$ cat config.mk
export PLATFORM = sky130hd
export DESIGN_NAME = vga_timing_gen_flat
export DESIGN_NICKNAME = d
export VERILOG_FILES = /design/src/rtl/vga_timing_pkg.sv /design/src/rtl/vga_timing_gen_if.sv /design/src/rtl/vga_timing_gen_wrap_counter.sv /design/src/rtl/vga_timing_gen.sv /design/src/flat_wrapper.sv
export SDC_FILE = /design/constraint.sdc
export NUM_CORES = 1
export LEC_CHECK = 0
export CELL_PAD_IN_SITES_DETAIL_PLACEMENT = 1
export CELL_PAD_IN_SITES_GLOBAL_PLACEMENT = 1
export CORE_MARGIN = 1.5
export CORE_UTILIZATION = 45
export DETAILED_ROUTE_END_ITERATION = 8
export GPL_ROUTABILITY_DRIVEN = 1
export HOLD_SLACK_MARGIN = 0.12
export PLACE_DENSITY = 0.93
export SYNTH_ARGS = -nofsm -noshare
export SYNTH_HDL_FRONTEND = slang
export SYNTH_HIERARCHICAL = 1
export SYNTH_SLANG_ARGS = --single-unit
$ cat constraint.sdc
create_clock -name clk -period 6.4 [get_ports clk]
set_input_delay 0.96 -clock clk [delete_from_list [all_inputs] [get_ports clk]]
set_output_delay 0.96 -clock clk [all_outputs]
set_load 0.005 [all_outputs]
$ cat src/rtl/vga_timing_pkg.sv
// Shared 640x480@60 VGA timing constants and coordinate type; imported by the
// timing generator and by the background/object drawers downstream.
package vga_timing_pkg;

  typedef logic [10:0] coord_t;

  localparam coord_t H_VISIBLE    = 11'd640;
  localparam coord_t H_FRONT      = 11'd16;
  localparam coord_t H_SYNC       = 11'd96;
  localparam coord_t H_BACK       = 11'd48;
  localparam coord_t H_TOTAL      = H_VISIBLE + H_FRONT + H_SYNC + H_BACK;
  localparam coord_t H_MAX        = H_TOTAL - 11'd1;
  localparam coord_t H_SYNC_START = H_VISIBLE + H_FRONT;
  localparam coord_t H_SYNC_END   = H_SYNC_START + H_SYNC - 11'd1;

  localparam coord_t V_VISIBLE    = 11'd480;
  localparam coord_t V_FRONT      = 11'd10;
  localparam coord_t V_SYNC       = 11'd2;
  localparam coord_t V_BACK       = 11'd33;
  localparam coord_t V_TOTAL      = V_VISIBLE + V_FRONT + V_SYNC + V_BACK;
  localparam coord_t V_MAX        = V_TOTAL - 11'd1;
  localparam coord_t V_SYNC_START = V_VISIBLE + V_FRONT;
  localparam coord_t V_SYNC_END   = V_SYNC_START + V_SYNC - 11'd1;

  // Inclusive range test, kept in unsigned 11-bit arithmetic throughout.
  function automatic logic in_range(coord_t v, coord_t lo, coord_t hi);
    return (v >= lo) && (v <= hi);
  endfunction

endpackage

$ cat src/rtl/vga_timing_gen_if.sv
// Video timing bundle: the generator drives it (master), drawers consume it (slave).
interface vga_timing_gen_if;
  import vga_timing_pkg::*;

  coord_t     pixelX;
  coord_t     pixelY;
  logic       hSyncN;
  logic       vSyncN;
  logic       blankN;
  logic       startOfFrame;
  logic [7:0] frameCount;

  modport master (
    output pixelX, pixelY, hSyncN, vSyncN, blankN, startOfFrame, frameCount
  );

  modport slave (
    input pixelX, pixelY, hSyncN, vSyncN, blankN, startOfFrame, frameCount
  );

endinterface

$ cat src/rtl/vga_timing_gen_wrap_counter.sv
// Modulo-(MAX+1) counter advancing on en; wrap flags the enabled MAX->0 step.
module wrap_counter #(
  parameter int unsigned WIDTH = 11,
  parameter int unsigned MAX   = 799
) (
  input  logic             clk,
  input  logic             resetN,
  input  logic             en,
  output logic [WIDTH-1:0] count,
  output logic             wrap
);

  localparam logic [WIDTH-1:0] MAX_V = WIDTH'(MAX);

  logic [WIDTH-1:0] count_q;
  logic [WIDTH-1:0] count_d;

  assign wrap = en && (count_q == MAX_V);

  always_comb begin
    // NOTE: default assignment first so every path assigns count_d (no latch).
    count_d = count_q;
    if (en) count_d = wrap ? '0 : count_q + 1'b1;
  end

  // NOTE: non-blocking so every flop samples pre-edge values, whatever the block order.
  always_ff @(posedge clk or negedge resetN) begin
    if (!resetN) count_q <= '0;
    else         count_q <= count_d;
  end

  assign count = count_q;

endmodule

$ cat src/rtl/vga_timing_gen.sv
// 640x480 VGA timing generator with registered outputs, one pixelEn tick behind
// the counters. Define VGA_FRAME_COUNT_EN to build the 8-bit frame counter.
module vga_timing_gen
  import vga_timing_pkg::*;
(
  input  logic              clk,
  input  logic              resetN,
  input  logic              pixelEn,
  vga_timing_gen_if.master  vga
);

  coord_t h_cnt;
  coord_t v_cnt;
  logic   h_wrap;
  logic   v_wrap;
  logic   v_en;

  assign v_en = pixelEn & h_wrap;

  wrap_counter #(.WIDTH(11), .MAX(int'(H_MAX))) u_h_cnt (
    .clk    (clk),
    .resetN (resetN),
    .en     (pixelEn),
    .count  (h_cnt),
    .wrap   (h_wrap)
  );

  wrap_counter #(.WIDTH(11), .MAX(int'(V_MAX))) u_v_cnt (
    .clk    (clk),
    .resetN (resetN),
    .en     (v_en),
    .count  (v_cnt),
    .wrap   (v_wrap)
  );

  coord_t x_q, y_q;
  logic   hs_q, vs_q, blank_q, sof_q, pend_q;
  logic   hs_d, vs_d, blank_d, sof_d;

  always_comb begin
    hs_d    = !in_range(h_cnt, H_SYNC_START, H_SYNC_END);
    vs_d    = !in_range(v_cnt, V_SYNC_START, V_SYNC_END);
    blank_d = (h_cnt < H_VISIBLE) && (v_cnt < V_VISIBLE);
    // A frame wrap arms the pulse; it fires on the tick that loads (0,0), so
    // the (0,0) loaded straight out of reset never pulses.
    sof_d   = pixelEn && pend_q;
  end

  always_ff @(posedge clk or negedge resetN) begin
    if (!resetN) begin
      x_q     <= '0;
      y_q     <= '0;
      hs_q    <= 1'b1;
      vs_q    <= 1'b1;
      blank_q <= 1'b0;
      sof_q   <= 1'b0;
      pend_q  <= 1'b0;
    end else begin
      sof_q <= sof_d;
      if (pixelEn) begin
        x_q     <= h_cnt;
        y_q     <= v_cnt;
        hs_q    <= hs_d;
        vs_q    <= vs_d;
        blank_q <= blank_d;
        pend_q  <= v_wrap;
      end
    end
  end

  assign vga.pixelX       = x_q;
  assign vga.pixelY       = y_q;
  assign vga.hSyncN       = hs_q;
  assign vga.vSyncN       = vs_q;
  assign vga.blankN       = blank_q;
  assign vga.startOfFrame = sof_q;

`ifdef VGA_FRAME_COUNT_EN
  logic [7:0] frame_q;

  always_ff @(posedge clk or negedge resetN) begin
    if (!resetN)    frame_q <= 8'd0;
    else if (sof_d) frame_q <= frame_q + 8'd1;
  end

  assign vga.frameCount = frame_q;
`else
  assign vga.frameCount = 8'd0;
`endif

endmodule

$ cat src/flat_wrapper.sv
// flat-port wrapper written by rule: the top's interface ports become plain ports
module vga_timing_gen_flat import vga_timing_pkg::*;
  (clk, resetN, pixelEn, vga_pixelX, vga_pixelY, vga_hSyncN, vga_vSyncN, vga_blankN, vga_startOfFrame, vga_frameCount);
  vga_timing_gen_if vga_i ();
  input  logic clk;
  input  logic resetN;
  input  logic pixelEn;
  output wire logic [$bits(vga_i.pixelX)-1:0] vga_pixelX;
  output wire logic [$bits(vga_i.pixelY)-1:0] vga_pixelY;
  output wire logic [$bits(vga_i.hSyncN)-1:0] vga_hSyncN;
  output wire logic [$bits(vga_i.vSyncN)-1:0] vga_vSyncN;
  output wire logic [$bits(vga_i.blankN)-1:0] vga_blankN;
  output wire logic [$bits(vga_i.startOfFrame)-1:0] vga_startOfFrame;
  output wire logic [$bits(vga_i.frameCount)-1:0] vga_frameCount;
  assign vga_pixelX = vga_i.pixelX;
  assign vga_pixelY = vga_i.pixelY;
  assign vga_hSyncN = vga_i.hSyncN;
  assign vga_vSyncN = vga_i.vSyncN;
  assign vga_blankN = vga_i.blankN;
  assign vga_startOfFrame = vga_i.startOfFrame;
  assign vga_frameCount = vga_i.frameCount;
  vga_timing_gen u_core (.clk(clk), .resetN(resetN), .pixelEn(pixelEn), .vga(vga_i));
endmodule
==> flow_summary.json, run 1 <==
{
  "ys_seq_area_share_pct": 55.0,
  "synthDistinctLibCells": 40,
  "wl_met3_um": 166,
  "fp-row-count": 25,
  "port_buffers": 28,
  "p_switching_mw": 0.213,
  "period_needed_ns": 3.32,
  "sw_frac_of_total_pct": 29.1,
  "cts_hold_buf": 0,
  "synth_area_leader_cell": "dfrtp_1",
  "nets": 221,
  "wl_per_cell_um": 15.8,
  "endpoint_kind": "register",
  "die_w_um": 73.4,
  "worst-endpoint-arrival_ns": 3.53,
  "synth_xor_xnor_area_share_pct": 5.49,
  "synthArstFlopShare_pct": 100,
  "ios": 37,
  "chipHeight_um": 73.4,
  "syn_area_per_cell_um2": 12.2,
  "synthMuxAreaShare_pct": 12.1,
  "maxCapViolations": 0,
  "grt_pass1_vias": 1537,
  "yosys_warnings": 6,
  "fill_cells": 511,
  "powerDensity_nw_per_um2": 278,
  "setup_tns_ns": 0,
  "area_growth_pct": 17.5,
  "required_ns": 6.62,
  "drv_slew": 0,
  "drc": 0,
  "synthFlopType": "dfrtp_1",
  "synth-edff-count": 0,
  "hpwlAfterDp_mm": 3.14,
  "worstSkewPairLatency_ns": 0.30,
  "grt_overflow": 0,
  "initial_utilization_pct": 46.9,
  "viasPerCell": 5.23,
  "finish.utilization_pct": 55.2,
  "cts_sinks": 49,
  "grt_use_total_pct": 18.1,
  "maxSlewHeadroom_pct": 29.9,
  "leakage_nw": 1.14,
  "ys_seq_elements": 49,
  "drt-initial-drc-count": 60,
  "power.total_mw": 0.730,
  "synth_area_leaders": "dfrtp_1 (53%), mux2_2 (12%), buf_4 (3.7%)",
  "antenna_found_initial": 0,
  "routed_wl_mm": 4.46,
  "cts_buffer_depth": 2,
  "peakVddDrop_v": 0.000217,
  "synth_compound_area_share_pct": 4.37,
  "synth_top_area_share_pct": 52.7,
  "clkTransAtPathRegs_ns": 0.08,
  "cp-start-kind": "input port",
  "hold_viol": 0,
  "pwr-share-seq_pct": 55.5,
  "setup_viol": 0,
  "die-area_um2": 5390,
  "fin_crit_sh_pct": 51.8,
  "crit_type": "input port to register",
  "cts_tree": "done",
  "wl_met2_mm": 2.18,
  "synth_top_family_by_area": "simple AND/OR/NAND/NOR gates",
  "min_path_type": "register to register",
  "syn_inst": 183,
  "fin_worst_skew_ns": 0.0105,
  "tightest_slew_ns": 1.05,
  "rsz0062_at_grt": "no",
  "drive_gt1_share_pct": 19.4,
  "ant_nets": 0,
  "synth_fa_ha_area_share_pct": 1.68,
  "outcome": "finished, final reports clean",
  "grt_pass1_wl_mm": 7.51,
  "power_frac_clock_pct": 23.8,
  "synth.cell_area_um2": 2230,
  "vias": 1480,
  "wl_met1_mm": 2.07,
  "cts_setup_buffers": 0,
  "core-area_um2": 4750,
  "place_congestion": 0.820,
  "cts.repair.resized": 0,
  "synth_simple_gate_area_share_pct": 16.6,
  "cts_buffers": 5,
  "worstPathMaxFanout": 37,
  "grt_start_max_net_pins": 50,
  "fmax_mhz": 302,
  "clock-root-buffer": "clkbuf_8",
  "n_antenna_cell": 0,
  "pwr-share-comb_pct": 20.7,
  "p_int_mw": 0.518,
  "dr.pass1.iters": 4,
  "routed.top_layer": "met4",
  "h-tree-depth": 2
}
power groups by stage:
| stage | Clock (mW) | Sequential (mW) | Combinational (mW) |
|---|---|---|---|
| final | 0.174 | 0.406 | 0.151 |
| after global routing | 0.190 | 0.415 | 0.165 |
| after CTS | 0.179 | 0.406 | 0.153 |
| after detailed placement | 0 | 0.412 | 0.151 |
| after global placement | 0 | 0.409 | 0.148 |
| after floorplan | 0 | 0.403 | 0.0885 |
synth_stat cells (3+ instances only):
cell type  count
o21ai_0        6
xor2_1         6
dfrtp_1       47
ha_1           3
inv_1          5
xnor2_1        8
a21oi_1        3
nor2_1         9
mux2_2        23
nand4_1        7
buf_4         11
nand2_1       13
nand3_1        4
nor3_1         7
cell type report:
cell class              instances  area [um2]  area share [%]
clock buffers                   7        76.3            2.91
clock inverters                 1        5.00           0.191
repair buffers                 29         283            10.8
multi-input cells             125         928            35.4
inverters                       5        18.8           0.715
flip-flops and latches         49        1230            46.8
well taps                      67        83.8            3.20
through the flow:
stage	setup WS [ns]	hold WS (ns)	instances	area, um2
floorplan	3.96	0.455	190	2260
global placement	2.88	0.477	275	2540
detailed placement	2.75	0.494	275	2540
CTS	3.07	0.514	283	2620
global route	2.90	0.526	283	2620
finish	3.08	0.509	283	2620
path summary, 6_finish.rpt:
| path | from | endpoint | slack [ns] | depth (start not counted) |
|---|---|---|---|---|
| worst min register to register | u_core/vga.vSyncN | u_core/vga.vSyncN | 0.51 | 2 |
| worst max-delay path | pixelEn | u_core/u_v_cnt/count[10] | 3.08 | 9 |
| max in group asynchronous | resetN | u_core/u_h_cnt/count[6] | 4.91 | 1 |
| worst min-delay path | u_core/vga.vSyncN | u_core/vga.vSyncN | 0.51 | 2 |
| min in group asynchronous | resetN | u_core/vga.pixelY[5] | 0.84 | 1 |
| worst max register to register | u_core/u_h_cnt/count[5] | u_core/u_v_cnt/count[10] | 3.87 | 7 |
layer usage:
layer / track usage, % / up-vias
met3: 4.39 / 6
met1: 24.7 / 739
met5: 0 / -
li1: - / 699
met2: 28.8 / 36
met4: 5.56 / 0
cell usage in the layout, fill, tap and decap left out, drive strengths merged, types with 2 or more instances in the layout:
cell | Yosys | routed
and3 | 3 | 3
nor4 | 3 | 3
a21oi | 3 | 3
nand4 | 9 | 9
o31ai | 2 | 2
inv | 5 | 5
mux2 | 23 | 23
o21ai | 7 | 7
xnor2 | 8 | 8
dfstp | 2 | 2
dfrtp | 47 | 47
conb | 1 | 8
clkdlybuf4s50 | 0 | 27
nor3 | 7 | 7
nand3 | 5 | 5
nor4b | 2 | 2
buf | 11 | 2
nand2 | 13 | 13
ha | 3 | 3
xor2 | 6 | 6
clkbuf | 0 | 7
nor2 | 10 | 10
or4 | 2 | 2
and2 | 2 | 2
logic make-up after synthesis:
family,count (synthesis)
and+or+nand+nor,60
DFF,49
muxes,24
AOI/OAI and AO/OA,16
buffers and inverters,16
xor gates and xnor gates,14
adders and majority gates,3
other,1
critical path, stage by stage:
cell,delay (ns)
clkdlybuf4s50_1,0.45
buf_4,0.39
nand4_2,0.24
nor4_4,0.43
and2_1,0.34
and3_2,0.27
nand2_1,0.09
nor3_1,0.19
xor2_1,0.17
sequential cells by signal, summed over array words and instances (netlist names):
signal,count
u_core/vga.pixelX,11
u_core/vga.hSyncN,1
u_core/pend_q,1
u_core/vga.pixelY,11
u_core/u_h_cnt/count,11
u_core/vga.blankN,1
u_core/vga.startOfFrame,1
u_core/u_v_cnt/count,11
u_core/vga.vSyncN,1
Power figures use the tool's default switching activity.
==> run 2, diff against run 1 <==
- CORE_UTILIZATION: 45 -> 42
- PLACE_DENSITY: 0.93 -> 0.89
- clock period: 6.4 -> 3.05 ns (I/O delays scaled with it)
==> run 2 against run 1 <==
  * Critical path type is now register to register
  * Total power grew 110%
  * Critical endpoint unchanged
  * Critical path depth shrank 2
  * Setup slack lost 2.6 ns
==> flow_summary.json, run 2 (synthesis gave the netlist of run 1 again) <==
{
  "outcome": "finished, final reports clean",
  "period_needed_ns": 2.56,
  "antenna_found_initial": 0,
  "required_ns": 3.26,
  "vias": 1468,
  "ios": 37,
  "cts_sinks": 49,
  "n_antenna_cell": 0,
  "clkTransAtPathRegs_ns": 0.08,
  "worstPathCellList": "or4_4 -> nor4_4 -> and2_1 -> and3_2 -> nand2_1 -> nor3_1 -> xor2_1",
  "endpoint_kind": "register",
  "leakage_nw": 1.14,
  "pwr-share-comb_pct": 21.0,
  "drc": 0,
  "dr.pass1.iters": 4,
  "routed_wl_mm": 4.51,
  "power_frac_clock_pct": 23.5,
  "cp-start-kind": "register",
  "fin_crit_sh_pct": 84.1,
  "r2r_slack_ns": 0.49,
  "powerDensity_nw_per_um2": 584,
  "path_buf_inv": 0,
  "core-area_um2": 5110,
  "maxCapViolations": 0,
  "cts_setup_buffers": 0,
  "viasPerCell": 5.13,
  "grt_overflow": 0,
  "worst_path_largest_cell_delay_ns": 0.60,
  "drv_slew": 0,
  "fp-row-count": 26,
  "initial_utilization_pct": 43.7,
  "die_w_um": 75.9,
  "worstPathMaxFanout": 10,
  "h-tree-depth": 2,
  "cts.repair.resized": 0,
  "drive_gt1_share_pct": 19.0,
  "setup_viol": 0,
  "worstSkewPairLatency_ns": 0.29,
  "hpwlAfterDp_mm": 3.14,
  "fin_worst_skew_ns": 0.00343,
  "fin_area_um2": 2630,
  "place_congestion": 0.839,
  "finish.utilization_pct": 51.4,
  "grt_use_total_pct": 17.4,
  "hold_viol": 0,
  "worstRegToRegCells": 7,
  "crit_path_start": "u_core/u_h_cnt/count[5]",
  "area_growth_pct": 17.7,
  "mostFrequentLayoutCell": "dfrtp_1",
  "crit_slowest_cell": "or4_4",
  "r2r-end": "u_core/u_v_cnt/count[10]",
  "cts_buffer_depth": 2,
  "grt_start_max_net_pins": 50,
  "die-area_um2": 5760,
  "wl_per_cell_um": 15.8,
  "fmax_mhz": 390,
  "worst-endpoint-arrival_ns": 2.78,
  "setup_tns_ns": 0,
  "ant_nets": 0,
  "clock-root-buffer": "clkbuf_8",
  "drt-initial-drc-count": 79,
  "min_path_type": "input port to asynchronous set/reset pin",
  "chipHeight_um": 75.9,
  "cts_tree": "done",
  "grt_pass1_vias": 1636,
  "crit_family": "simple AND/OR/NAND/NOR gates",
  "grt_pass1_wl_mm": 8.10,
  "maxSlewHeadroom_pct": 28.1,
  "rsz0062_at_grt": "no",
  "port_buffers": 28,
  "tightest_slew_ns": 1.08,
  "cts_buffers": 5,
  "p_int_mw": 1.09,
  "nets": 221,
  "p_switching_mw": 0.445,
  "crit_type": "register to register",
  "r2r-start": "u_core/u_h_cnt/count[5]",
  "cts_hold_buf": 0,
  "pwr-share-seq_pct": 55.5,
  "dpl_cell_area_um2": 2550,
  "sw_frac_of_total_pct": 29.0,
  "peakVddDrop_v": 0.000308,
  "mostFrequentLayoutCells": "dfrtp_1 (47), clkdlybuf4s50_1 (27), mux2_2 (23)"
}
## run 2: cell count changes in the layout (fill, tap and decap cells not counted)
| cell | delta |
|---|---|
| clkbuf_1 | +1 |
| clkinv_2 | -1 |
## run 2: how the worst max path moves through the flow
stage                                           to  cells past startpoint
after global routing      u_core/u_v_cnt/count[10]                      7
final                     u_core/u_v_cnt/count[10]                      7
after detailed placement  u_core/u_v_cnt/count[10]                      8
after global placement    u_core/u_v_cnt/count[10]                      8
after CTS                 u_core/u_v_cnt/count[10]                      7
after floorplan            u_core/u_v_cnt/count[9]                      7
## run 2: power by group through the flow
stage	logic, mW	registers, mW	clock network (mW)
final	0.323	0.851	0.361
after global routing	0.359	0.877	0.401
after CTS	0.327	0.854	0.372
after detailed placement	0.324	0.868	0
after global placement	0.312	0.861	0
after floorplan	0.186	0.845	0
## run 2: layout make-up
type | instances | area (um2)
clock buffers | 8 | 80.1
fillers | 580 | 2480
inverters | 5 | 18.8
multi-input cells | 125 | 928
flip-flops and latches | 49 | 1230
well taps | 70 | 87.6
repair buffers | 29 | 283
## run 2: worst reg2reg max path, stage by stage (launching register included)
cell and delay [ns]:
dfrtp_1 0.49, or4_4 0.60, nor4_4 0.31, and2_1 0.36, and3_2 0.27, nand2_1 0.09, nor3_1 0.21, xor2_1 0.17
## run 2: per-layer routing
metal  share of wire (%)  GRT usage (%)  vias up
li1                    -              -      696
met1                  45           23.0      739
met2                  52           29.5       31
met3                 2.9           3.49        2
met4                0.60           3.89        0
met5                   0              0        -
## run 2: metrics by stage
| stage | cells | setup WS [ns] | total power, mW | hold WS, ns |
|---|---|---|---|---|
| after floorplan | 190 | 0.833 | 1.03 | 0.162 |
| after global placement | 278 | 0.420 | 1.17 | 0.473 |
| after detailed placement | 278 | 0.342 | 1.19 | 0.472 |
| after CTS | 286 | 0.511 | 1.55 | 0.408 |
| after global routing | 286 | 0.294 | 1.64 | 0.429 |
| final | 286 | 0.486 | 1.53 | 0.365 |
==> run 3, diff against run 2 <==
- clock period: 3.05 -> 2.46 ns (I/O delays scaled with it)
==> run 3 against run 2 <==
  * Die area stayed put
  * Largest power group unchanged
  * Sequential share of layout area is 1.9 points lower
  * Critical path depth stayed put
==> flow_summary.json, run 3 (synthesis gave the netlist of run 1 again) <==
{
  "peakVddDrop_v": 0.000437,
  "place_congestion": 0.832,
  "ant_nets": 0,
  "initial_utilization_pct": 43.7,
  "fin_worst_skew_ns": 0.00832,
  "clock-root-buffer": "clkbuf_8",
  "antenna_found_initial": 0,
  "die-area_um2": 5760,
  "fin_crit_sh_pct": 91.2,
  "crit_type": "register to register",
  "core-area_um2": 5110,
  "fp-row-count": 26,
  "maxCapViolations": 0,
  "drive_gt1_share_pct": 22.1,
  "power_frac_clock_pct": 30.9,
  "dr.pass1.iters": 4,
  "mostFrequentLayoutCell": "dfrtp_1",
  "final-seq-area_um2": 1230,
  "crit_family": "simple AND/OR/NAND/NOR gates",
  "pwr-share-seq_pct": 48.1,
  "powerDensity_nw_per_um2": 785,
  "viasPerCell": 5.23,
  "chipHeight_um": 75.9,
  "worstPathMaxFanout": 7,
  "area_growth_pct": 22.8,
  "timing.hold.ws_ns": 0.498,
  "nets": 227,
  "grt_pass1_wl_mm": 8.31,
  "endpoint_kind": "register",
  "clkTransAtPathRegs_ns": 0.09,
  "cts.repair.resized": 0,
  "period_needed_ns": 2.24,
  "drc": 0,
  "p_int_mw": 1.57,
  "path_buf_inv": 0,
  "drv_slew": 0,
  "worstPathCellList": "or4_4 -> nor4_4 -> and2_1 -> and3_2 -> nand2_1 -> nor3_1 -> xor2_1",
  "dpl_cell_area_um2": 2600,
  "hpwlAfterDp_mm": 3.14,
  "wl_per_cell_um": 16.4,
  "ios": 37,
  "drt-initial-drc-count": 87,
  "setup_ws_ns": 0.217,
  "h-tree-depth": 2,
  "mostFrequentLayoutCells": "dfrtp_1 (47), clkdlybuf4s50_1 (27), mux2_2 (23)",
  "pwr-share-comb_pct": 21.0,
  "fin_area_um2": 2740,
  "grt_overflow": 0,
  "cts_buffers": 5,
  "setup_tns_ns": 0,
  "fill_cells": 562,
  "grt_start_max_net_pins": 50,
  "cts_buffer_depth": 2,
  "die_w_um": 75.9,
  "fmax_mhz": 446,
  "worst-endpoint-arrival_ns": 2.46,
  "sw_frac_of_total_pct": 27.0,
  "vias": 1527,
  "cts_sinks": 49,
  "worstSkewPairLatency_ns": 0.31,
  "required_ns": 2.68,
  "cts_tree": "done",
  "n_antenna_cell": 0,
  "hold_viol": 0,
  "routed_wl_mm": 4.79,
  "p_switching_mw": 0.580,
  "setup_viol": 0,
  "cp-start-kind": "register",
  "worst_path_largest_cell_delay_ns": 0.53,
  "outcome": "finished, final reports clean",
  "grt_use_total_pct": 18.2,
  "crit_slowest_cell": "or4_4",
  "leakage_nw": 1.20,
  "multiInputGateArea_um2": 928,
  "port_buffers": 28,
  "rsz0062_at_grt": "no",
  "dp_slack_ns": 0.0384,
  "min_path_type": "register to register",
  "grt_pass1_vias": 1621
}
[run 3: cell type report]
type | count | area share (%)
clock buffers | 5 | 2.51
clock inverters | 3 | 2.37
inverters | 5 | 0.685
multi-input cells | 125 | 33.9
flip-flops and latches | 49 | 44.8
well taps | 70 | 3.20
repair buffers | 35 | 12.5
[run 3: final timing paths]
check,from,end,slack [ns],cells past startpoint
worst max-delay path,u_core/u_h_cnt/count[7],u_core/u_v_cnt/count[10],0.22,7
worst min-delay path,u_core/vga.vSyncN,u_core/vga.vSyncN,0.50,2
worst max register to register,u_core/u_h_cnt/count[7],u_core/u_v_cnt/count[10],0.22,7
worst min register to register,u_core/vga.vSyncN,u_core/vga.vSyncN,0.50,2
max in group asynchronous,resetN,u_core/vga.hSyncN,1.61,3
min in group asynchronous,resetN,u_core/vga.startOfFrame,0.57,3
[run 3: worst min-delay path, stage by stage, from the launching register on]
cell	delay [ns]
dfstp_2	0.38
nor2_1	0.08
a21oi_1	0.04
[run 3: routing by layer]
| layer | global-route usage [%] | wire (um) | up-vias |
|---|---|---|---|
| li1 | - | - | 709 |
| met1 | 23.5 | 2130 | 773 |
| met2 | 29.4 | 2390 | 35 |
| met3 | 4.10 | 142 | 10 |
| met4 | 8.15 | 123 | 0 |
| met5 | 0 | 0 | - |
[run 3: what timing repair did]
| item | CTS | global route |
|---|---|---|
| hold buffers | 1 | 0 |
| endpoints found under the hold margin | 47 | 0 |
| setup endpoints to repair | 0 | 0 |
| buffers inserted | 0 | 0 |
[run 3: metrics by stage]
step / cells / utilization [%] / power (mW)
after floorplan: 190 / - / 1.28
after global placement: 283 / 50.8 / 1.47
after detailed placement: 283 / 50.8 / 1.50
after CTS: 292 / 53.7 / 2.18
after global routing: 292 / 53.7 / 2.27
final: 292 / 53.7 / 2.15
[run 3: power by group through the flow]
stage	clock (mW)	sequential, mW	combinational, mW
3_5_place_dp	0	1.05	0.451
2_1_floorplan	0	1.05	0.230
6_report	0.665	1.04	0.452
3_3_place_gp	0	1.04	0.430
4_1_cts	0.685	1.04	0.462
5_1_grt	0.713	1.06	0.491
